$ cat src/rtl/uart_point_loader_pkg.sv
// Shared definitions for the UART point loader.
// Holds the parser and receiver state encodings, the default frame sync marker,
// the UART frame length in bit-times, and the checksum accumulation helper.
package uart_point_loader_pkg;

   // Frame parser states
   typedef enum logic [2:0] {
      ST_IDLE = 3'd0,
      ST_LEN  = 3'd1,
      ST_X    = 3'd2,
      ST_Y    = 3'd3,
      ST_CHK  = 3'd4
   } parser_state_e;

   // UART receiver states
   typedef enum logic [1:0] {
      RX_IDLE  = 2'd0,
      RX_START = 2'd1,
      RX_DATA  = 2'd2,
      RX_STOP  = 2'd3
   } rx_state_e;

   localparam logic [7:0]  SYNC_BYTE_DEFAULT = 8'hA5;
   // start + 8 data + stop
   localparam int unsigned BITS_PER_FRAME    = 10;

   // Running frame checksum: XOR of the length byte and every coordinate byte
   function automatic logic [7:0] chk_update(input logic [7:0] acc, input logic [7:0] data);
      return acc ^ data;
   endfunction

endpackage

$ cat src/rtl/uart_point_loader_rx_core.sv
// uart_rx_core: 8N1 UART receiver.
// Synchronises the raw line, times bits from the start-bit falling edge, samples
// mid-bit LSB first and reports each byte whose stop bit is high.
// Ports:
//   clk, rst_n   clock, asynchronous active-low reset
//   rx           raw serial line (idle high)
//   rx_byte      last correctly framed byte (held until the next one)
//   byte_valid   one-cycle pulse: rx_byte updated
//   rx_err       one-cycle pulse: stop bit sampled low, byte dropped
module uart_rx_core
   import uart_point_loader_pkg::*;
#(
   parameter int CLKS_PER_BIT = 87
) (
   input  logic       clk,
   input  logic       rst_n,
   input  logic       rx,
   output logic [7:0] rx_byte,
   output logic       byte_valid,
   output logic       rx_err
);

   localparam int               CNT_W   = $clog2(CLKS_PER_BIT);
   localparam logic [CNT_W-1:0] HALF_M1 = CNT_W'(CLKS_PER_BIT / 2 - 1);
   localparam logic [CNT_W-1:0] FULL_M1 = CNT_W'(CLKS_PER_BIT - 1);

   logic             sync1_q, sync2_q, prev_q;
   rx_state_e        state_q, state_d;
   logic [CNT_W-1:0] cnt_q, cnt_d;
   logic [2:0]       bit_q, bit_d;
   logic [7:0]       shift_q, shift_d;
   logic [7:0]       byte_q, byte_d;
   logic             valid_q, valid_d;
   logic             err_q, err_d;

   // Next-state logic for the bit timer and shift register
   always_comb begin
      state_d = state_q;
      cnt_d   = cnt_q + CNT_W'(1'b1);
      bit_d   = bit_q;
      shift_d = shift_q;
      byte_d  = byte_q;
      valid_d = 1'b0;
      err_d   = 1'b0;
      case (state_q)
         RX_IDLE: begin
            cnt_d = {CNT_W{1'b0}};
            // Edge detect rather than level so a line still low after a bad
            // stop bit is not taken as a new start bit.
            if (prev_q && !sync2_q) begin
               state_d = RX_START;
            end else begin
               state_d = RX_IDLE;
            end
         end
         RX_START: begin
            if (cnt_q == HALF_M1) begin
               cnt_d = {CNT_W{1'b0}};
               bit_d = 3'd0;
               // Start bit gone high again by mid-bit: a glitch, drop silently
               if (sync2_q) begin
                  state_d = RX_IDLE;
               end else begin
                  state_d = RX_DATA;
               end
            end else begin
               state_d = RX_START;
            end
         end
         RX_DATA: begin
            if (cnt_q == FULL_M1) begin
               cnt_d   = {CNT_W{1'b0}};
               shift_d = {sync2_q, shift_q[7:1]};
               bit_d   = bit_q + 3'd1;
               if (bit_q == 3'd7) begin
                  state_d = RX_STOP;
               end else begin
                  state_d = RX_DATA;
               end
            end else begin
               state_d = RX_DATA;
            end
         end
         RX_STOP: begin
            if (cnt_q == FULL_M1) begin
               cnt_d   = {CNT_W{1'b0}};
               state_d = RX_IDLE;
               if (sync2_q) begin
                  valid_d = 1'b1;
                  byte_d  = shift_q;
               end else begin
                  err_d   = 1'b1;
               end
            end else begin
               state_d = RX_STOP;
            end
         end
         default: begin
            state_d = RX_IDLE;
            cnt_d   = {CNT_W{1'b0}};
         end
      endcase
   end

   // Receiver registers; synchroniser presets to idle-high
   always_ff @(posedge clk or negedge rst_n) begin
      if (!rst_n) begin
         sync1_q <= 1'b1;
         sync2_q <= 1'b1;
         prev_q  <= 1'b1;
         state_q <= RX_IDLE;
         cnt_q   <= {CNT_W{1'b0}};
         bit_q   <= 3'd0;
         shift_q <= 8'd0;
         byte_q  <= 8'd0;
         valid_q <= 1'b0;
         err_q   <= 1'b0;
      end else begin
         sync1_q <= rx;
         sync2_q <= sync1_q;
         prev_q  <= sync2_q;
         state_q <= state_d;
         cnt_q   <= cnt_d;
         bit_q   <= bit_d;
         shift_q <= shift_d;
         byte_q  <= byte_d;
         valid_q <= valid_d;
         err_q   <= err_d;
      end
   end

   assign rx_byte    = byte_q;
   assign byte_valid = valid_q;
   assign rx_err     = err_q;

endmodule

$ cat src/rtl/uart_point_loader.sv
// uart_point_loader: parses framed (x,y) point lists arriving over 8N1 UART and
// emits one-cycle point-RAM writes plus the length of the last good frame.
// Frame: SYNC, N, N pairs (X,Y), CHK = XOR of N and all coordinate bytes.
// Ports:
//   clk, rst_n   clock, asynchronous active-low reset
//   enable       0 holds the parser in IDLE (bytes still received, then discarded)
//   uart_rx      raw serial line
//   pt_we        one-cycle point write strobe; pt_addr/pt_x/pt_y hold otherwise
//   frame_len    point count of the last good frame (0 = none yet)
//   frame_done   one-cycle pulse on checksum match
//   frame_err    one-cycle pulse on bad length/checksum/stop bit/timeout
//   busy         parser not in IDLE
module uart_point_loader
   import uart_point_loader_pkg::*;
#(
   parameter int         CLKS_PER_BIT  = 87,
   parameter int         ADDR_W        = 5,
   parameter logic [7:0] SYNC_BYTE     = SYNC_BYTE_DEFAULT,
   parameter int         TIMEOUT_BYTES = 4
) (
   input  logic              clk,
   input  logic              rst_n,
   input  logic              enable,
   input  logic              uart_rx,
   output logic              pt_we,
   output logic [ADDR_W-1:0] pt_addr,
   output logic [7:0]        pt_x,
   output logic [7:0]        pt_y,
   output logic [ADDR_W:0]   frame_len,
   output logic              frame_done,
   output logic              frame_err,
   output logic              busy
);

   localparam int              N_W         = ADDR_W + 1;
   localparam int              DEPTH       = 1 << ADDR_W;
   localparam int              TO_LIMIT    = TIMEOUT_BYTES * int'(BITS_PER_FRAME) * CLKS_PER_BIT;
   localparam int              TO_W        = $clog2(TO_LIMIT + 1);
   localparam logic [TO_W-1:0] TO_LIMIT_M1 = TO_W'(TO_LIMIT - 1);

   logic [7:0] rx_byte;
   logic       byte_valid;
   logic       rx_err;
   logic       timeout_s;

   parser_state_e     state_q, state_d;
   logic [N_W-1:0]    n_q, n_d;
   logic [N_W-1:0]    idx_q, idx_d;
   logic [7:0]        chk_q, chk_d;
   logic [7:0]        x_q, x_d;
   logic [7:0]        y_q, y_d;
   logic [TO_W-1:0]   to_cnt_q, to_cnt_d;
   logic              wr_pend_q, wr_pend_d;
   logic              pt_we_q, pt_we_d;
   logic [ADDR_W-1:0] pt_addr_q, pt_addr_d;
   logic [7:0]        pt_x_q, pt_x_d;
   logic [7:0]        pt_y_q, pt_y_d;
   logic [N_W-1:0]    frame_len_q, frame_len_d;
   logic              frame_done_q, frame_done_d;
   logic              frame_err_q, frame_err_d;
   logic              busy_q, busy_d;

   uart_rx_core #(
      .CLKS_PER_BIT (CLKS_PER_BIT)
   ) u_rx (
      .clk        (clk),
      .rst_n      (rst_n),
      .rx         (uart_rx),
      .rx_byte    (rx_byte),
      .byte_valid (byte_valid),
      .rx_err     (rx_err)
   );

   assign timeout_s = (state_q != ST_IDLE) && (to_cnt_q == TO_LIMIT_M1);

   // Parser next state, checksum, point index, timeout and output strobes
   always_comb begin
      state_d      = state_q;
      n_d          = n_q;
      idx_d        = idx_q;
      chk_d        = chk_q;
      x_d          = x_q;
      y_d          = y_q;
      wr_pend_d    = 1'b0;
      pt_we_d      = 1'b0;
      pt_addr_d    = pt_addr_q;
      pt_x_d       = pt_x_q;
      pt_y_d       = pt_y_q;
      frame_len_d  = frame_len_q;
      frame_done_d = 1'b0;
      frame_err_d  = 1'b0;

      // The point write is issued one cycle after the Y byte is parsed, which
      // puts pt_we two clocks after the stop-bit sample; the index advances with it.
      if (wr_pend_q) begin
         pt_we_d   = 1'b1;
         pt_addr_d = idx_q[ADDR_W-1:0];
         pt_x_d    = x_q;
         pt_y_d    = y_q;
         idx_d     = idx_q + N_W'(1'b1);
      end else begin
         pt_we_d   = 1'b0;
      end

      // Error priority: rx_err > timeout > content check
      if (!enable) begin
         state_d = ST_IDLE;
      end else if (rx_err && (state_q != ST_IDLE)) begin
         frame_err_d = 1'b1;
         state_d     = ST_IDLE;
      end else if (timeout_s) begin
         frame_err_d = 1'b1;
         state_d     = ST_IDLE;
      end else if (byte_valid) begin
         case (state_q)
            ST_IDLE: begin
               if (rx_byte == SYNC_BYTE) begin
                  state_d = ST_LEN;
               end else begin
                  state_d = ST_IDLE;
               end
            end
            ST_LEN: begin
               if ((rx_byte == 8'd0) || (int'(rx_byte) > DEPTH)) begin
                  frame_err_d = 1'b1;
                  state_d     = ST_IDLE;
               end else begin
                  n_d     = N_W'(rx_byte);
                  idx_d   = {N_W{1'b0}};
                  chk_d   = rx_byte;
                  state_d = ST_X;
               end
            end
            ST_X: begin
               x_d     = rx_byte;
               chk_d   = chk_update(chk_q, rx_byte);
               state_d = ST_Y;
            end
            ST_Y: begin
               y_d       = rx_byte;
               chk_d     = chk_update(chk_q, rx_byte);
               wr_pend_d = 1'b1;
               // idx still names this point; its increment comes with the write
               if ((idx_q + N_W'(1'b1)) == n_q) begin
                  state_d = ST_CHK;
               end else begin
                  state_d = ST_X;
               end
            end
            ST_CHK: begin
               if (rx_byte == chk_q) begin
                  frame_len_d  = n_q;
                  frame_done_d = 1'b1;
               end else begin
                  frame_err_d  = 1'b1;
               end
               state_d = ST_IDLE;
            end
            default: begin
               state_d = ST_IDLE;
            end
         endcase
      end else begin
         state_d = state_q;
      end

      // Idle time inside a frame; cleared by every received byte
      if (byte_valid || (state_d == ST_IDLE)) begin
         to_cnt_d = {TO_W{1'b0}};
      end else begin
         to_cnt_d = to_cnt_q + TO_W'(1'b1);
      end

      busy_d = (state_d != ST_IDLE);
   end

   // Parser state and registered outputs
   always_ff @(posedge clk or negedge rst_n) begin
      if (!rst_n) begin
         state_q      <= ST_IDLE;
         n_q          <= {N_W{1'b0}};
         idx_q        <= {N_W{1'b0}};
         chk_q        <= 8'd0;
         x_q          <= 8'd0;
         y_q          <= 8'd0;
         to_cnt_q     <= {TO_W{1'b0}};
         wr_pend_q    <= 1'b0;
         pt_we_q      <= 1'b0;
         pt_addr_q    <= {ADDR_W{1'b0}};
         pt_x_q       <= 8'd0;
         pt_y_q       <= 8'd0;
         frame_len_q  <= {N_W{1'b0}};
         frame_done_q <= 1'b0;
         frame_err_q  <= 1'b0;
         busy_q       <= 1'b0;
      end else begin
         state_q      <= state_d;
         n_q          <= n_d;
         idx_q        <= idx_d;
         chk_q        <= chk_d;
         x_q          <= x_d;
         y_q          <= y_d;
         to_cnt_q     <= to_cnt_d;
         wr_pend_q    <= wr_pend_d;
         pt_we_q      <= pt_we_d;
         pt_addr_q    <= pt_addr_d;
         pt_x_q       <= pt_x_d;
         pt_y_q       <= pt_y_d;
         frame_len_q  <= frame_len_d;
         frame_done_q <= frame_done_d;
         frame_err_q  <= frame_err_d;
         busy_q       <= busy_d;
      end
   end

   assign pt_we      = pt_we_q;
   assign pt_addr    = pt_addr_q;
   assign pt_x       = pt_x_q;
   assign pt_y       = pt_y_q;
   assign frame_len  = frame_len_q;
   assign frame_done = frame_done_q;
   assign frame_err  = frame_err_q;
   assign busy       = busy_q;

endmodule

$ cat config.mk
export PLATFORM = sky130hd
export DESIGN_NAME = uart_point_loader
export DESIGN_NICKNAME = d
export VERILOG_FILES = /design/src/rtl/uart_point_loader_pkg.sv /design/src/rtl/uart_point_loader_rx_core.sv /design/src/rtl/uart_point_loader.sv
export SDC_FILE = /design/constraint.sdc
export NUM_CORES = 1
export LEC_CHECK = 0
export CELL_PAD_IN_SITES_DETAIL_PLACEMENT = 1
export CELL_PAD_IN_SITES_GLOBAL_PLACEMENT = 2
export CORE_AREA = 2 2 117 119
export DETAILED_ROUTE_END_ITERATION = 12
export DIE_AREA = 0 0 119 121
export GPL_TIMING_DRIVEN = 0
export PLACE_DENSITY = 0.82
export SLEW_MARGIN = 20
export SYNTH_ARGS = -nofsm -noshare
export SYNTH_HDL_FRONTEND = slang
export SYNTH_SLANG_ARGS = --single-unit
export TNS_END_PERCENT = 20
$ cat constraint.sdc
create_clock -name clk -period 2.8 [get_ports clk]
set_input_delay 0.28 -clock clk [delete_from_list [all_inputs] [get_ports clk]]
set_output_delay 0.28 -clock clk [all_outputs]
set_load 0.03 [all_outputs]
# Word-level counts from Yosys, hierarchy flattened
# Index checks and enable logic that the tools add are counted.
[totals]
reg_bits = 116
in_bits = 4
output_inout_bits = 31
elab_cells = 132
[op_classes]
add_sub_neg = 4
magnitude_cmp = 1
n_eq_ne = 17
mux = 56
bitwise_logic = 4
reduce_logical = 24
[ops]
columns = ["operator", "count"]
rows = [
  ["$mux W6", 7],
  ["$mux W1", 28],
  ["$mux W3", 7],
  ["$pmux W7 S3", 1],
  ["$reduce_and A6 Y1", 3],
  ["$pmux W8 S2", 1],
  ["$mux W7", 2],
  ["$add A12 B1 Y12 const B", 1],
  ["$eq A12 B12 Y1 const B", 1],
  ["$mux W12", 1],
  ["$pmux W3 S4", 1],
  ["$reduce_and A5 Y1", 2],
  ["$eq A8 B8 Y1", 1],
  ["$eq A8 B8 Y1 const B", 1],
  ["$gt A8 B6 Y1 const B", 1],
  ["$logic_not A8 Y1", 1],
  ["$mux W2", 4],
  ["$mux W8", 1],
  ["$pmux W2 S4", 1],
  ["$xor A8 B8 Y8", 1],
  ["$add A7 B1 Y7 const B", 1],
  ["$eq A7 B6 Y1 const B", 1],
  ["$eq A7 B7 Y1 const B", 1],
  ["$add A6 B1 Y6 const B", 1],
  ["22 further kinds", 36],
]

# Logic depth before layout (Yosys ltp)
# Gate-level depths: netlist (run 1).
[logic_depth]
depth_word = 11
ltp_mapped = 7
ltp_nobuf = 7

# Cells and area by module
# From an unflattened synthesis (run 1), not the netlist that was laid out.
[hier_totals]
hier_cells = 434
hier_area_um2 = 5316.3
[by_module_without_submodules]
columns = ["mod", "instances", "cells_per_inst", "area_each_um2", "seq_area_each_um2"]
rows = [
  ["uart_point_loader", 1, 323, 3860.0, 2077.0],
  ["uart_rx_core", 1, 111, 1456.4, 829.5],
]

# Least setup slack after synthesis (run 1)
# No wires, ideal clock.
[synth_timing]
path_kind = "register to register"
start = "reg to_cnt_q[0]"
end = "reg x_q[0]"
arrival_time_ns = 2.082
required_time_ns = 2.675
setup_slack_ns = 0.593
path_stages_with_launch = 8
path_buffers = 1
path_cell_list = "dfrtp_1 -> ha_1 -> and4b_1 -> a31oi_4 -> o21ai_2 -> or4_4 -> buf_6 -> mux2_4"
[synth_via]
elab_chain_cells = 4
[synth_rtl]
columns = ["element", "line_no", "rtl"]
rows = [
  ["start, declared", "uart_point_loader.sv:52", "logic [TO_W-1:0] to_cnt_q, to_cnt_d;"],
  ["start signal, assigned", "uart_point_loader.sv:186", "to_cnt_q <= {TO_W{1'b0}};"],
  ["start signal, assigned", "uart_point_loader.sv:203", "to_cnt_q <= to_cnt_d;"],
  ["$eq A12 B12 Y1", "uart_point_loader.sv:74", "assign timeout_s = (state_q != ST_IDLE) && (to_cnt_q == TO_LIMIT_M1);"],
  ["$logic_and A1 B1 Y1", "uart_point_loader.sv:74", ""],
  ["$not A1 Y1 (no source line)", "n/a", ""],
  ["$reduce_and A5 Y1 (no source line)", "n/a", ""],
  ["end signal, assigned", "uart_point_loader.sv:184", "x_q <= 8'd0;"],
  ["end signal, assigned", "uart_point_loader.sv:201", "x_q <= x_d;"],
  ["end, declared", "uart_point_loader.sv:50", "logic [7:0] x_q, x_d;"],
]
# Every way passes these cells.
# A chain may end at the register's enable or synchronous reset.

# Final worst setup path (run 1)
[layout_timing]
start = "reg u_rx.byte_q[6] (netlist: u_rx.rx_byte[6])"
end = "reg frame_len_q[5] (netlist: frame_len[5])"
[layout_via]
elab_chain_cells = 2
[layout_rtl]
columns = ["element", "line_no", "rtl"]
rows = [
  ["start, declared", "uart_point_loader_rx_core.sv:32", "logic [7:0] byte_q, byte_d;"],
  ["start signal, assigned", "uart_point_loader_rx_core.sv:126", "byte_q <= byte_d;"],
  ["$eq A8 B8 Y1", "uart_point_loader.sv:151", "if (rx_byte == chk_q) begin"],
  ["$reduce_and A6 Y1 (no source line)", "n/a", ""],
  ["end signal, assigned", "uart_point_loader.sv:192", "frame_len_q <= {N_W{1'b0}};"],
  ["end signal, assigned", "uart_point_loader.sv:209", "frame_len_q <= frame_len_d;"],
  ["end, declared", "uart_point_loader.sv:58", "logic [N_W-1:0] frame_len_q, frame_len_d;"],
]
# Every way passes these cells.

==> reports/results.txt, run 1 <==
Status: finished, final reports clean
Peak supply drop: 424.2 uV
Critical path type: flop to flop
CP Max Fanout: 10
DR WL/cell: 16.91 um
Post-Place Cells: 648
Tightest Pin Transition: 1.051 ns
Placer Congestion: 0.7849
Area of the multi-input gates: 2297 sq um
H-tree levels: 4
DRC viols: 0
R2r setup slk: 0.34 ns
Period utilization: 0.8785
Synth area leaders: dfrtp_1 53%, mux2_2 12%, xor2_1 3.6%
1st-pass router iterations: 4
Initial antenna violation count: 0
First-pass GRT wire length: 19460 um
Post-synthesis cell type count: 55
Worst Skew: 0.007142 ns
Slew headroom: 0.2975
Min Tclk post-route: 2.460 ns
Worst Hold Class: primary input to flop
Most frequent cells in the layout: 113 x dfrtp_1, 56 x mux2_2, 37 x nor2_1
Port Buf Inserts: 34
Synth Flop Type: dfrtp_1
CP Buf/Inv Count: 1
Via count: 3533
Commonest non-fill, non-tap cell in the layout: dfrtp_1
Clock transition at the registers of the reported paths: 0.05 ns
Max-Cap Viols: 0
Layout area overhead: 21.26%
Die Y: 121 um
Post-CTS Setup Inserts: 0
Register area share after synthesis: 0.5458
1st-iter DRT viols: 102
Rows: 42
Avg Cell Area, Syn: 12.19 sq um
Yosys top cell area share: 0.5310
Final setup fails: 0
Syn nets: 451
Crit path required time: 3.09 ns
Slowest-stage cell, CP: nor4_1
# IOs: 35
Register Area: 2907 sq um
Synthesis-stage register bit count: 116
Top delay family on crit path: simple AND/OR/NAND/NOR gates
DRT antenna net count: 0
Cell count after synthesis: 437
Initial cell density of the core: 0.4070
Cts bufs inserted: 17
Final Non-Filler Cells: 681
Crit path largest cell delay: 0.46 ns
Post-DP HPWL: 7929 um
Filler cells: 1358
Total track usage: 0.1760
Clock Root Buffer: clkbuf_16
CTS tree: yes
Number of global-route vias before repair: 3816
Nets: 506
Area of the mapped netlist: 5325 sq um
Synth async-reset ratio: 1.000
Core area: 13090 sq um
Finished Core Util: 0.4935
Via density: 5.188
Post-synth EDFFs: 0
Grt total ovfl: 0
Total power: 3730 uW
CP Launch Type: flop
Die area: 14400 sq um
Leak: 0.002915 uW
Maximum buffer depth of the clock tree: 2
Clock latency on the worst-skew pair: 0.41 ns
Layout cells sized above 1: 0.2158
Synth area leader: dfrtp_1
Antenna diodes: 0
CP endpoint kind: flop
Max Clk Rate: 406.6 MHz
Power per cell area: 577.6 nW/um^2
Max Slew Vio Count: 0
Total wire length: 11520 um
CP arrival: 2.75 ns
Pin count of the biggest net entering global routing: 62
RSZ-0062 raised after global routing: false
Crit-path cells: clkbuf_1 > xor2_1 > nor4_1 > nand2_1 > nor3_4 > mux2_2
Chip width: 119 um
CTS sink count: 116
YS warnings: 0
Final Hold Fails: 0
power by group:
| part | switching (uW) | internal [uW] | total [uW] |
|---|---|---|---|
| Combinational | 59.9 | 27.5 | 87.4 |
| Clock | 712 | 1230 | 1940 |
| Sequential | 10.1 | 1690 | 1700 |
worst paths after layout:
path / start / endpoint / cells after the start
worst max-delay path: u_rx.rx_byte[6]$_DFFE_PN0P_ / frame_len[5]$_DFFE_PN0P_ / 6
worst min-delay path: uart_rx / u_rx.sync1_q$_DFF_PN1_ / 1
worst max register to register: u_rx.rx_byte[6]$_DFFE_PN0P_ / frame_len[5]$_DFFE_PN0P_ / 6
worst min register to register: u_rx.sync1_q$_DFF_PN1_ / u_rx.sync2_q$_DFF_PN1_ / 0
max in group asynchronous: rst_n / u_rx.cnt_q[2]$_DFF_PN0_ / 3
min in group asynchronous: rst_n / x_q[1]$_DFFE_PN0P_ / 2
flip-flops by register name, indices dropped and copies added (netlist names), 2 cells and up:
signal / count
u_rx.cnt_q: 7
u_rx.rx_byte: 8
frame_len: 6
state_q: 3
pt_x: 8
u_rx.state_q: 2
pt_addr: 5
chk_q: 8
x_q: 8
idx_q: 6
n_q: 6
y_q: 8
pt_y: 8
u_rx.shift_q: 8
to_cnt_q: 12
u_rx.bit_q: 3
area by class of cell:
class,count,share of cell area
Timing Repair Buffer,36,0.05871
Tap cell,176,0.03410
Buffer,23,0.01531
Multi-Input combinational cell,290,0.3557
Clock buffer,25,0.07208
Sequential cell,116,0.4501
Inverter,8,0.004650
Clock inverter,7,0.009301
synth_stat cells, drive strengths merged (2+ instances only):
cell / count
nor4b: 3
a21oi: 5
nand4: 8
nor3: 5
o22ai: 2
o21ai: 6
nor4: 5
mux2i: 2
a31oi: 2
nor3b: 2
or3b: 9
clkbuf: 18
a2111oi: 2
ha: 10
nand2: 27
dfstp: 3
xor2: 22
nand3: 12
nand3b: 2
buf: 5
o221ai: 10
nor2: 37
and4b: 2
dfrtp: 113
and3: 6
o211ai: 2
xnor2: 14
mux2: 64
nand2b: 13
inv: 8
or3: 2
per-layer routing:
metal	part of all wire	wire [um]	track usage
met5	0	0	0
met4	0.024	282	0.08333
met3	0.033	380	0.04323
met2	0.52	6002	0.3082
met1	0.42	4853	0.2025
through the flow:
step,area (sq um),TNS (ns),setup slack [ns],hold WS (ns)
4_1_cts,6451,0,0.1054,0.2486
5_1_grt,6457,0,0.08003,0.2741
3_5_place_dp,5916,0,0.1151,0.3064
6_report,6457,0,0.3403,0.2711
3_3_place_gp,5886,-340.38,-2.979,0.3474
2_1_floorplan,5325,0,0.5931,-0.01559
what timing repair did:
action	in CTS	in global routing
gates resized for setup	0	1
hold endpoints to repair	57	0
hold buffers	1	0
endpoints found under the setup margin	0	6
kinds of logic after synthesis:
| family | Yosys count | synth area share |
|---|---|---|
| DFF | 116 | 0.5458 |
| and+or+nand+nor | 139 | 0.1450 |
| xor gates and xnor gates | 36 | 0.05921 |
| AOI/OAI and AO/OA | 39 | 0.05757 |
| adders and majority gates | 10 | 0.02350 |
| buffers and inverters | 31 | 0.02420 |
| muxes | 66 | 0.1447 |
Note: power is estimated with default switching activity, not from simulation.
==> run 2, diff against run 1 <==
--- a/config.mk
+++ b/config.mk
@@ -5,13 +5,14 @@
 export SDC_FILE = /design/constraint.sdc
 export NUM_CORES = 1
 export LEC_CHECK = 0
+export ABC_AREA = 1
 export CELL_PAD_IN_SITES_DETAIL_PLACEMENT = 1
 export CELL_PAD_IN_SITES_GLOBAL_PLACEMENT = 2
-export CORE_AREA = 2 2 117 119
+export CORE_AREA = 2 2 122 124
 export DETAILED_ROUTE_END_ITERATION = 12
-export DIE_AREA = 0 0 119 121
+export DIE_AREA = 0 0 124 126
 export GPL_TIMING_DRIVEN = 0
-export PLACE_DENSITY = 0.82
+export PLACE_DENSITY = 0.9
 export SLEW_MARGIN = 20
 export SYNTH_ARGS = -nofsm -noshare
 export SYNTH_HDL_FRONTEND = slang
==> run 2 against run 1 <==
Hold slack improved by 0.0021 ns. Worst setup slack improved by 0.25 ns. Critical endpoint is now to_cnt_q[2]$_DFF_PN0_. Sequential power increased by 3%.
==> reports/results.txt, run 2 <==
Filler cells: 1688
Max Slew Vio Count: 0
Leak: 0.003032 uW
Rows: 44
Yosys top cell area share: 0.5464
DRC viols: 0
Max-Cap Viols: 0
First-pass GRT wire length: 21010 um
Worst Hold Class: primary input to flop
Via density: 4.874
Avg Cell Area, Syn: 9.031 sq um
1st-iter DRT viols: 155
TNS Setup: 0 ns
Maximum buffer depth of the clock tree: 2
Crit-path cells: ha_1 > nand2_1 > inv_1 > nand2_1 > nand2_1 > inv_1 > nor2_2 > nor2_1 > nand3_2 > nand2_1 > nand2_1 > nand2_1 > nand2_1 > nand2_1 > nand2_2 > nand2_2 > buf_6 > nor2_2
Port Buf Inserts: 34
CP endpoint kind: flop
Status: finished, final reports clean
Routed wl met2: 6481 um
Register Area: 2907 sq um
Min Tclk post-route: 2.209 ns
Power per cell area: 656.7 nW/um^2
Met3 routed WL: 309 um
Max Clk Rate: 452.7 MHz
CTS sink count: 116
DRT antenna net count: 0
Slowest-stage cell, CP: dfrtp_1
# IOs: 35
Crit path largest cell delay: 0.44 ns
Critical path launch point: idx_q[0]$_DFF_PN0_
Critical path type: flop to flop
FF-to-FF Start: idx_q[0]$_DFF_PN0_
Core area: 14310 sq um
Crit Reg-Reg Endpoint: to_cnt_q[2]$_DFF_PN0_
H-tree levels: 4
Syn nets: 587
Synth Flop Type: dfrtp_1
Clock Root Buffer: clkbuf_16
RSZ-0062 raised after global routing: false
CTS tree: yes
1st-pass router iterations: 4
Register area share after synthesis: 0.5617
Post-CTS Setup Inserts: 0
Worst Skew: 0.004384 ns
Synth top cells by count: 161 x nand2_1, 113 x dfrtp_1, 46 x inv_1
Initial cell density of the core: 0.3615
Synth area leader: dfrtp_1
Total track usage: 0.1733
Nets: 642
Count leader, synth: nand2_1
Reg2Reg Depth: 18
Design Area, Final: 6405 sq um
Number of global-route vias before repair: 4391
Pin count of the biggest net entering global routing: 61
Post-synth EDFFs: 0
# hold bufs at CTS: 1
Most frequent cells in the layout: 161 x nand2_1, 113 x dfrtp_1, 46 x inv_1
Period utilization: 0.7889
Initial antenna violation count: 0
Synthesis-stage register bit count: 116
YS warnings: 0
Cts bufs inserted: 17
Slew headroom: 0.6235
DR WL/cell: 14.79 um
Chip width: 124 um
CP Launch Type: flop
Cell count after synthesis: 573
Tightest Pin Transition: 0.5597 ns
Grt total ovfl: 0
Commonest non-fill, non-tap cell in the layout: nand2_1
Via count: 4016
Area of the multi-input gates: 1999 sq um
Most used cell, CP: nand2_1
Largest Register: to_cnt_q
Die area: 15620 sq um
Placer Congestion: 0.8427
R2r setup slk: 0.59 ns
Die Y: 126 um
Final setup fails: 0
Post-synthesis cell type count: 35
CP Max Fanout: 10
Peak supply drop: 455.6 uV
Max FFs per register: 12
# resized after CTS: 0
Placed inst area: 5774 sq um
Uppermost layer routed: met4
Clock latency on the worst-skew pair: 0.42 ns
Crit path required time: 3.10 ns
Area of the mapped netlist: 5175 sq um
Metal-1 WL: 5196 um
Layout cells sized above 1: 0.1250
Clock transition at the registers of the reported paths: 0.05 ns
Layout area overhead: 23.77%
Antenna diodes: 0
Total wire length: 12190 um
Worst Setup EP: to_cnt_q[2]$_DFF_PN0_
CP arrival: 2.51 ns
Post-DP HPWL: 8636 um
Synth async-reset ratio: 1.000
Final Hold Fails: 0
Synth area leaders: dfrtp_1 55%, nand2_1 12%, o21ai_0 3.6%
-- run 2: cell types whose count changed after synthesis, sizes merged, moves of 13 or more --
cell,change
a21oi,+20
inv,+46
mux2,-57
nand2,+137
nand2b,-13
nand3,+16
nor2,+25
o21ai,+41
-- run 2: how the worst min path moves through the flow --
stage / depth (start not counted) / to / slack [ns] / startpoint
floorplan: 0 / busy$_DFF_PN0_ / -0.02 / rst_n
global placement: 0 / u_rx.sync2_q$_DFF_PN1_ / 0.35 / u_rx.sync1_q$_DFF_PN1_
detailed placement: 1 / pt_y[5]$_DFFE_PN0P_ / 0.29 / rst_n
CTS: 1 / u_rx.sync1_q$_DFF_PN1_ / 0.26 / uart_rx
global route: 1 / u_rx.sync1_q$_DFF_PN1_ / 0.27 / uart_rx
finish: 1 / u_rx.sync1_q$_DFF_PN1_ / 0.27 / uart_rx
-- run 2: critical path, delay by kind of cell, from the launching register on --
family	cells	cell delay, ns
DFF	1	0.44
buffers and inverters	3	0.34
and+or+nand+nor	14	1.05
adders and majority gates	1	0.27
-- run 2: logic make-up (layout without fill, tap and decap cells) --
group	Yosys count	in the layout	share of synthesized area
AOI/OAI and AO/OA	76	76	0.07834
xor gates and xnor gates	22	22	0.03723
adders and majority gates	10	10	0.02418
buffers and inverters	68	135	0.05198
DFF	116	116	0.5617
muxes	7	7	0.01523
and+or+nand+nor	274	274	0.2314
-- run 2: per-stage QoR --
stage	hold WS, ns	worst slack, ns	power, uW	cells	util
2_1_floorplan	-0.01559	0.9280	1890	573	-
3_3_place_gp	0.3463	-2.995	1960	791	0.4014
3_5_place_dp	0.2898	0.6171	1980	792	0.4034
4_1_cts	0.2571	0.5746	4257	824	0.4475
5_1_grt	0.2690	0.3478	4357	824	0.4475
6_report	0.2732	0.5910	4206	824	0.4475
-- run 2: layout make-up --
type,instances,area share
sequential,116,0.4538
multi-input combinational,389,0.3122
tap,184,0.03594
clock inverter,8,0.01914
clock buffer,23,0.07775
timing repair buffer,36,0.05919
buffer,14,0.01035
inverter,54,0.03165
-- run 2: routing by layer --
metal  global-route usage  vias up
li1                     -     1930
met1               0.1988     2023
met2               0.3083       47
met3              0.04755       16
met4              0.05816        0
met5                    0        -
-- run 2: power by group --
part / internal [uW] / total, uW / switching (uW)
Combinational: 63.0 / 204 / 141
Clock: 1510 / 2260 / 748
Sequential: 1710 / 1750 / 32.9
Total: 3280 / 4210 / 921
==> run 3, diff against run 2 <==
--- a/config.mk
+++ b/config.mk
@@ -8,11 +8,11 @@
 export ABC_AREA = 1
 export CELL_PAD_IN_SITES_DETAIL_PLACEMENT = 1
 export CELL_PAD_IN_SITES_GLOBAL_PLACEMENT = 2
-export CORE_AREA = 2 2 122 124
+export CORE_AREA = 2 2 129 131
 export DETAILED_ROUTE_END_ITERATION = 12
-export DIE_AREA = 0 0 124 126
+export DIE_AREA = 0 0 131 133
 export GPL_TIMING_DRIVEN = 0
-export PLACE_DENSITY = 0.9
+export PLACE_DENSITY = 0.86
 export SLEW_MARGIN = 20
 export SYNTH_ARGS = -nofsm -noshare
 export SYNTH_HDL_FRONTEND = slang
==> constraint.sdc (replaced) <==
create_clock -name clk -period 2 [get_ports clk]
set_input_delay 0.2 -clock clk [delete_from_list [all_inputs] [get_ports clk]]
set_output_delay 0.2 -clock clk [all_outputs]
set_load 0.03 [all_outputs]
==> run 3 against run 2 <==
The flow now finishes with violations (setup timing). Clock power rose by 38%. Highest routed layer unchanged. Combinational power up 67%. Sequential power grew 40%. Utilization decreased by 2.5 points. Cell area up 6.6%. Via count rose by 1.6%. Largest power group unchanged.
==> reports/results.txt, run 3 (synthesis gave the netlist of run 2 again) <==
Maximum buffer depth of the clock tree: 2
CP endpoint kind: flop
Worst Skew: 0.005503 ns
Clock transition at the registers of the reported paths: 0.05 ns
FF-to-FF Start: idx_q[1]$_DFF_PN0_
Core area: 16170 sq um
RSZ-0062 raised after global routing: true
Cts bufs inserted: 17
Clock Root Buffer: clkbuf_16
Slew headroom: 0.6209
1st-pass router iterations: 4
Antenna diodes: 0
Worst hold endpoint: u_rx.sync1_q$_DFF_PN1_
Max Clk Rate: 488.0 MHz
Leak: 0.003203 uW
DRT antenna net count: 0
Die Y: 133 um
Hold-critical path depth: 1
TNS Setup: -0.3514 ns
DRC viols: 0
Hold WS: 0.1855 ns
Layout cells sized above 1: 0.2130
Finished Core Util: 0.4221
Placer Congestion: 0.7876
Clock latency on the worst-skew pair: 0.42 ns
Commonest non-fill, non-tap cell in the layout: nand2_1
Post-DP HPWL: 8575 um
Reg2Reg Depth: 19
Total power: 5899 uW
Worst Hold Class: primary input to flop
First-pass GRT wire length: 21740 um
CP Max Fanout: 5
Number of global-route vias before repair: 4444
CTS tree: yes
H-tree levels: 4
DR WL/cell: 14.25 um
CP Launch Type: flop
Hold_sp: uart_rx
# IOs: 35
Final Hold Fails: 0
Most frequent cells in the layout: 150 x nand2_1, 110 x dfrtp_1, 41 x inv_1
Peak supply drop: 592.1 uV
R2r setup slk: -0.05 ns
Power per cell area: 864.2 nW/um^2
Rows: 47
Nets: 665
Failing checks: setup timing
Setup WS post-layout: -0.04910 ns
Via count: 4082
Critical path type: flop to flop
Min Tclk post-route: 2.049 ns
Largest Register: to_cnt_q
Layout area overhead: 31.89%
Period utilization: 1.025
Final setup fails: 10
Initial antenna violation count: 0
Chip width: 131 um
Tightest Pin Transition: 0.5686 ns
Port Buf Inserts: 34
Total track usage: 0.1598
CTS sink count: 116
Max FFs per register: 12
Pin count of the biggest net entering global routing: 61
Initial cell density of the core: 0.3200
Crit path required time: 2.30 ns
Status: finished, violations left
Crit Reg-Reg Endpoint: to_cnt_q[9]$_DFF_PN0_
Max Slew Vio Count: 0
Total wire length: 12570 um
1st-iter DRT viols: 126
CP arrival: 2.35 ns
Grt total ovfl: 0
Via density: 4.628
Max-Cap Viols: 0
Die area: 17420 sq um
## run 3: worst max-delay path by stage
stage / endpoint / cells after the start / startpoint / slack (ns)
2_1_floorplan: to_cnt_q[4]$_DFF_PN0_ / 18 / idx_q[0]$_DFF_PN0_ / 0.13
3_3_place_gp: to_cnt_q[7]$_DFF_PN0_ / 1 / rst_n / -3.75
3_5_place_dp: to_cnt_q[5]$_DFF_PN0_ / 18 / idx_q[0]$_DFF_PN0_ / -0.16
4_1_cts: to_cnt_q[9]$_DFF_PN0_ / 18 / idx_q[1]$_DFF_PN0_ / -0.07
5_1_grt: to_cnt_q[9]$_DFF_PN0_ / 18 / idx_q[1]$_DFF_PN0_ / -0.21
6_report: to_cnt_q[9]$_DFF_PN0_ / 19 / idx_q[1]$_DFF_PN0_ / -0.05
## run 3: final cells by class
| type | instances | area (sq um) |
|---|---|---|
| Sequential cell | 116 | 2910 |
| Timing Repair Buffer | 59 | 604.3 |
| Clock inverter | 9 | 127.6 |
| Buffer | 14 | 88.84 |
| Multi-Input combinational cell | 389 | 2136 |
| Tap cell | 220 | 275.3 |
| Inverter | 54 | 202.7 |
| Clock buffer | 21 | 480.5 |
| Fill cell | 1853 | 9346 |
## run 3: where the power goes
group / internal [uW] / switching (uW) / leakage (uW)
clock: 2070 / 1050 / 0.000293
combinational: 119 / 222 / 0.00135
sequential: 2400 / 45.9 / 0.00156
total: 4590 / 1310 / 0.00320
## run 3: repair_timing
action,4_1_cts,5_1_grt
hold buffers,1,0
endpoints found under the hold margin,59,0
resized for setup,28,37
buffers inserted,16,9
pin swaps,5,11
endpoints found under the setup margin,38,81
gates cloned,1,0
## run 3: per-stage QoR
| step | cells | cell area [sq um] | setup WS, ns |
|---|---|---|---|
| final | 882 | 6825 | -0.04910 |
| after global routing | 882 | 6825 | -0.2111 |
| after CTS | 876 | 6681 | -0.06560 |
| after detailed placement | 828 | 5819 | -0.1643 |
| after global placement | 827 | 5791 | -3.746 |
| after floorplan | 573 | 5175 | 0.1280 |
## run 3: critical path, cell delays in order, from the launching register on
cell and delay [ns]:
dfrtp_1 0.42, ha_4 0.20, nand2_4 0.09, inv_2 0.04, nand2_2 0.06, nand2_2 0.06, inv_2 0.07, nor2_2 0.04
nor2_2 0.11, nand3_2 0.11, nand2_1 0.07, nand2_1 0.04, nand2_1 0.08, nand2_2 0.07, nand2_4 0.07, nand2_4 0.05
nand2_4 0.08, buf_12 0.11, buf_8 0.11, nor2_2 0.04
## run 3: per-layer routing
layer  track usage  routed length, um  vias up  share of wire
li1              -                  -     1982              -
met1        0.1867               5379     2034           0.43
met2        0.2818               6688       46           0.53
met3       0.04044                316       20          0.025
met4       0.05437                182        0          0.014
met5             0                  0        -              0
==> RTL edit 1 (flow settings as in run 3) <==
The 5 states of `parser_state_e` get a one-hot encoding in 5 bits.
--- a/src/rtl/uart_point_loader_pkg.sv
+++ b/src/rtl/uart_point_loader_pkg.sv
@@ -4,12 +4,12 @@
 package uart_point_loader_pkg;
 
    // Frame parser states
-   typedef enum logic [2:0] {
-      ST_IDLE = 3'd0,
-      ST_LEN  = 3'd1,
-      ST_X    = 3'd2,
-      ST_Y    = 3'd3,
-      ST_CHK  = 3'd4
+   typedef enum logic [4:0] {
+      ST_IDLE = 5'b00001,
+      ST_LEN  = 5'b00010,
+      ST_X    = 5'b00100,
+      ST_Y    = 5'b01000,
+      ST_CHK  = 5'b10000
    } parser_state_e;
 
    // UART receiver states
Function: same outputs for any inputs over 10 cycles, from zero or initial values and one cycle with rst_n low; not proved beyond that.
==> RTL edit 1 against run 3 <==
The flow still finishes with violations (setup timing); worst setup slack lost 0.0014 ns; design area rose by 1.6%; sequential cell count up 2; maximum frequency barely moved; highest routed layer unchanged; area after synthesis increased by 4.2%; largest cell class unchanged; routed wire length rose by 4.4%; sequential share of layout area rose by 0.10 points.
Power is not compared: it rests on default switching activity, and its combinational part moved more than twofold at a synthesized area within 25%.
==> RTL edit 1: results (changes against run 3) <==
[worst_setup_path]
r2r-start=state_q[0]
critPathSlowestCell=dfstp_2
worstSetupEndpoint=to_cnt_q[6]
worst-r2r-cell-count=13  ; -6
slowest_delay_ns=0.55  ; +0.13 ns
startpoint=state_q[0]

[sta]
whs_ns=0.195  ; +0.00923 ns
setup_viol=16  ; +6
clock-skew-final_ns=0.00559  ; +0.0000918 ns
timing.final.ws_setup_ns=-0.0505  ; -0.00142 ns
setup_tns_ns=-0.602  ; -0.250 ns
worstMarginPinSlew_ns=0.497  ; -0.0714 ns

[route]
route.met3.wl_um=348  ; +10%
routed.top_layer=met4
avgRoutedWirePerCell_um=14.5  ; +1.7%
vias=4206  ; +3.0%
drt_iter0_markers=157  ; +25%
m1WireLength_um=5880  ; +9.3%
wl_met2_um=6780  ; +1.4%
vias_per_cell=4.65  ; +0.42%

[clocking]
cts_resized=32  ; +14%

[synthesis]
synth_common_cells=171 x nand2_1, 114 x dfrtp_1, 60 x inv_1, 47 x nor2_1, 39 x o21ai_0
seq_area_frac_synth=0.548  ; -0.0133
synth_cell_types=37  ; +5.7%
syn_area_per_cell_um2=8.93  ; -1.1%
synth_area_leaders=dfrtp_1 53%, nand2_1 12%, inv_1 4.2%

[finish]
drive_gt1_frac=0.184  ; -0.0290
fin_area_um2=6930  ; +1.6%
nFillCells=1872  ; +1.0%
fin_nets=686  ; +3.2%

[worst_hold_path]
min_path_cells=1  ; unchanged

[grt]
grt_use_met1=0.204  ; +0.0176
grt_max_degree=72  ; +18%
grtUsageTotal=0.165  ; +0.00485
use_met3=0.0429  ; +0.00243
grt_pass1_vias=4549  ; +2.4%
grt_pass1_wl_um=22500  ; +3.7%
grt_util_met2=0.281  ; -0.000864

[placed_design]
dp.cells=859  ; +3.7%
dp_hpwl_um=9030  ; +5.4%
placed_area_um2=6040  ; +3.8%
dp_slack_ns=-0.226  ; -0.0614 ns

[power]
pwr-share-comb=0.019

[run_status]
status=finished with violations
violations=setup timing

-- RTL edit 1: cell types whose count changed after synthesis, moves of 7 or more --
cell and change:
nand2_1 +10, inv_1 +14, a31oi_1 +8, a21oi_1 -7
o21ai_1 -7, inv_2 -8
-- RTL edit 1: logic make-up after synthesis --
group                    after synthesis  synth area share
flip-flops                           118             0.548
AND/OR/NAND/NOR                      302             0.253
buffers and inverters                 75            0.0575
adder cells (fa/ha/maj)               10            0.0232
multiplexers                           7            0.0146
AO/OA/AOI/OAI                         71            0.0696
XOR/XNOR                              21            0.0341
-- RTL edit 1: cell type report --
type                    instances  area share
clock buffers                  20      0.0644
repair buffers                 49      0.0727
inverters                      60      0.0329
plain buffers                  15      0.0161
multi-input cells             411       0.321
flip-flops and latches        118       0.427
clock inverters                12      0.0255
well taps                     220      0.0397
==> RTL edit 2 (flow settings as in run 3) <==
Made on the original files. `CLKS_PER_BIT` is set to 87 in 2 places; all go to 174.
--- a/src/rtl/uart_point_loader_rx_core.sv
+++ b/src/rtl/uart_point_loader_rx_core.sv
@@ -10,7 +10,7 @@
 module uart_rx_core
    import uart_point_loader_pkg::*;
 #(
-   parameter int CLKS_PER_BIT = 87
+   parameter int CLKS_PER_BIT = 174
 ) (
    input  logic       clk,
    input  logic       rst_n,
--- a/src/rtl/uart_point_loader.sv
+++ b/src/rtl/uart_point_loader.sv
@@ -13,7 +13,7 @@
 module uart_point_loader
    import uart_point_loader_pkg::*;
 #(
-   parameter int         CLKS_PER_BIT  = 87,
+   parameter int         CLKS_PER_BIT  = 174,
    parameter int         ADDR_W        = 5,
    parameter logic [7:0] SYNC_BYTE     = SYNC_BYTE_DEFAULT,
    parameter int         TIMEOUT_BYTES = 4
Behaviour: no difference found for any inputs over 10 cycles, from zero or initial values and one cycle with rst_n low; that may be too few to reach the edited logic, so the function may still have changed.
==> RTL edit 2 against run 3 <==
The flow still finishes with violations (setup timing); area after synthesis rose by 2.0%; global-route usage rose by 0.69 points; combinational power fell by 34%; sequential cell count rose by 2; via count rose by 3.0%; hold slack improved by 0.0064 ns; sequential power barely moved; worst setup slack got worse by 0.026 ns; design area fell by 0.79%; die area did not move; routed wire length rose by 5.8%; total power fell by 3.8%; largest cell class unchanged.
==> RTL edit 2: results (changes against run 3) <==
[sta]
slew_headroom=0.636  ; +0.0151
setup_tns_ns=-0.752  ; -0.401 ns
setup_viol=13  ; +3
timing.final.ws_setup_ns=-0.0756  ; -0.0265 ns
clock-skew-final_ns=0.00991  ; +0.00441 ns

[run_status]
violations=setup timing
status=finished with violations

[power]
swShare=0.218  ; -0.00470
ir_drop_uv=588  ; -0.62%
p_leak_nw=3.26  ; +1.7%

[finish]
largest_reg_flops=13  ; +1
drive_gt1_frac=0.152  ; -0.0612
fin_nets=674  ; +1.4%
largest-register=to_cnt_q
nFillCells=1872  ; +1.0%
antenna_cells=0  ; unchanged

[grt]
grt_pass1_wl_um=22600  ; +4.0%
grt_pass1_vias=4619  ; +3.9%
grt_max_degree=79  ; +30%
grt_antenna_before_repair=0  ; unchanged
grtUsageTotal=0.167  ; +0.00686

[synthesis]
synthAdderAreaFrac=0.0261  ; +0.00189
synth_flop_cell=dfrtp_1
synth-compound-area-share=0.0872  ; +0.00889
synthMuxAreaShare=0.00213  ; -0.0131
seq_area_frac_synth=0.560  ; -0.00157
synth_cell_types=37  ; +5.7%
yosysWarnings=0  ; unchanged
syn_nets=606  ; +3.2%
synth_area_leaders=dfrtp_1 55%, nand2_1 12%, inv_1 3.6%
synth_xor_area_frac=0.0398  ; +0.00259
synth_common_cells=175 x nand2_1, 115 x dfrtp_1, 50 x inv_1, 42 x nor2_1, 35 x o21ai_0

[route]
vias=4206  ; +3.0%
avgRoutedWirePerCell_um=14.9  ; +4.6%
drt_iter0_markers=184  ; +46%

[placed_design]
dp_hpwl_um=9420  ; +9.9%
placed_area_um2=5920  ; +1.8%
place_congestion=0.806  ; +2.3%

[clocking]
cts_max_level=4  ; unchanged
cts_root_buf=clkbuf_16
clk_latency_ns=0.42  ; about the same
path_clk_slew_ns=0.05  ; about the same
cts_buffer_depth=2  ; unchanged

[worst_setup_path]
r2r-start=idx_q[0]
worstPathArrival_ns=2.37  ; +0.02 ns
cp_top_family=simple AND/OR/NAND/NOR gates
critPathSlowestCell=dfrtp_2

-- RTL edit 2: logic make-up (layout without fill, tap and decap cells) --
group,after synthesis,count (layout)
multiplexers,1,1
buffers and inverters,72,153
AND/OR/NAND/NOR,282,282
flip-flops,118,118
adder cells (fa/ha/maj),11,11
XOR/XNOR,24,24
AO/OA/AOI/OAI,83,83
-- RTL edit 2: final timing paths --
check,to,cells past startpoint
max reg2reg,to_cnt_q[2],17
max,to_cnt_q[2],17
max in group asynchronous,u_rx.sync2_q,3
min,u_rx.sync1_q,1
min reg2reg,u_rx.sync2_q,0
min in group asynchronous,idx_q[4],2
-- RTL edit 2: layout make-up --
cell class / instances / area, um^2 / area share
Buffer: 15 / 98.8 / 0.0146
Timing Repair Buffer: 49 / 509 / 0.0752
Clock inverter: 9 / 98.8 / 0.0146
Sequential cell: 118 / 2960 / 0.437
Multi-Input combinational cell: 401 / 2130 / 0.314
Tap cell: 220 / 275 / 0.0407
Inverter: 57 / 216 / 0.0320
Clock buffer: 23 / 488 / 0.0721
-- RTL edit 2: worst reg2reg max path: cells and delay by family, from the launching register on --
family / cells / cell delay [ns]
buffers and inverters: 2 / 0.16
flip-flops: 1 / 0.43
AND/OR/NAND/NOR: 14 / 1.08
adder cells (fa/ha/maj): 1 / 0.28
-- RTL edit 2: what timing repair did --
item | CTS | global route
hold endpoints to repair | 40 | 0
pin swaps | 12 | 9
hold buffers | 1 | 0
setup buffers | 9 | 2
cloned | 1 | 1
setup endpoints to repair | 67 | 78
gates resized for setup | 25 | 14
-- RTL edit 2: routing by layer --
layer	wire (um)	vias to the layer above	GRT usage	part of all wire
met4	285	0	0.0626	0.021
met2	7030	47	0.292	0.53
met5	0	-	0	0
met3	325	24	0.0392	0.024
li1	-	2044	-	-
met1	5650	2091	0.196	0.43
-- RTL edit 2: per-stage QoR --
step | worst slack, ns | total power, W | hold WS, ns | utilization | cells
floorplan | 0.138 | 0.00260 | -0.0956 | - | 591
CTS | -0.0945 | 0.00576 | 0.179 | 0.414 | 889
global placement | -3.82 | 0.00268 | 0.346 | 0.364 | 845
global route | -0.264 | 0.00591 | 0.201 | 0.419 | 892
detailed placement | -0.314 | 0.00271 | 0.136 | 0.366 | 846
finish | -0.0756 | 0.00568 | 0.192 | 0.419 | 892
-- RTL edit 2: power by group through the flow --
| stage | registers (W) | clock network [W] | logic [W] |
|---|---|---|---|
| 6_report | 0.00245 | 0.00300 | 0.000224 |
| 3_3_place_gp | 0.00249 | 0 | 0.000192 |
| 3_5_place_dp | 0.00249 | 0 | 0.000222 |
| 5_1_grt | 0.00246 | 0.00319 | 0.000260 |
| 2_1_floorplan | 0.00248 | 0 | 0.000116 |
| 4_1_cts | 0.00245 | 0.00308 | 0.000229 |
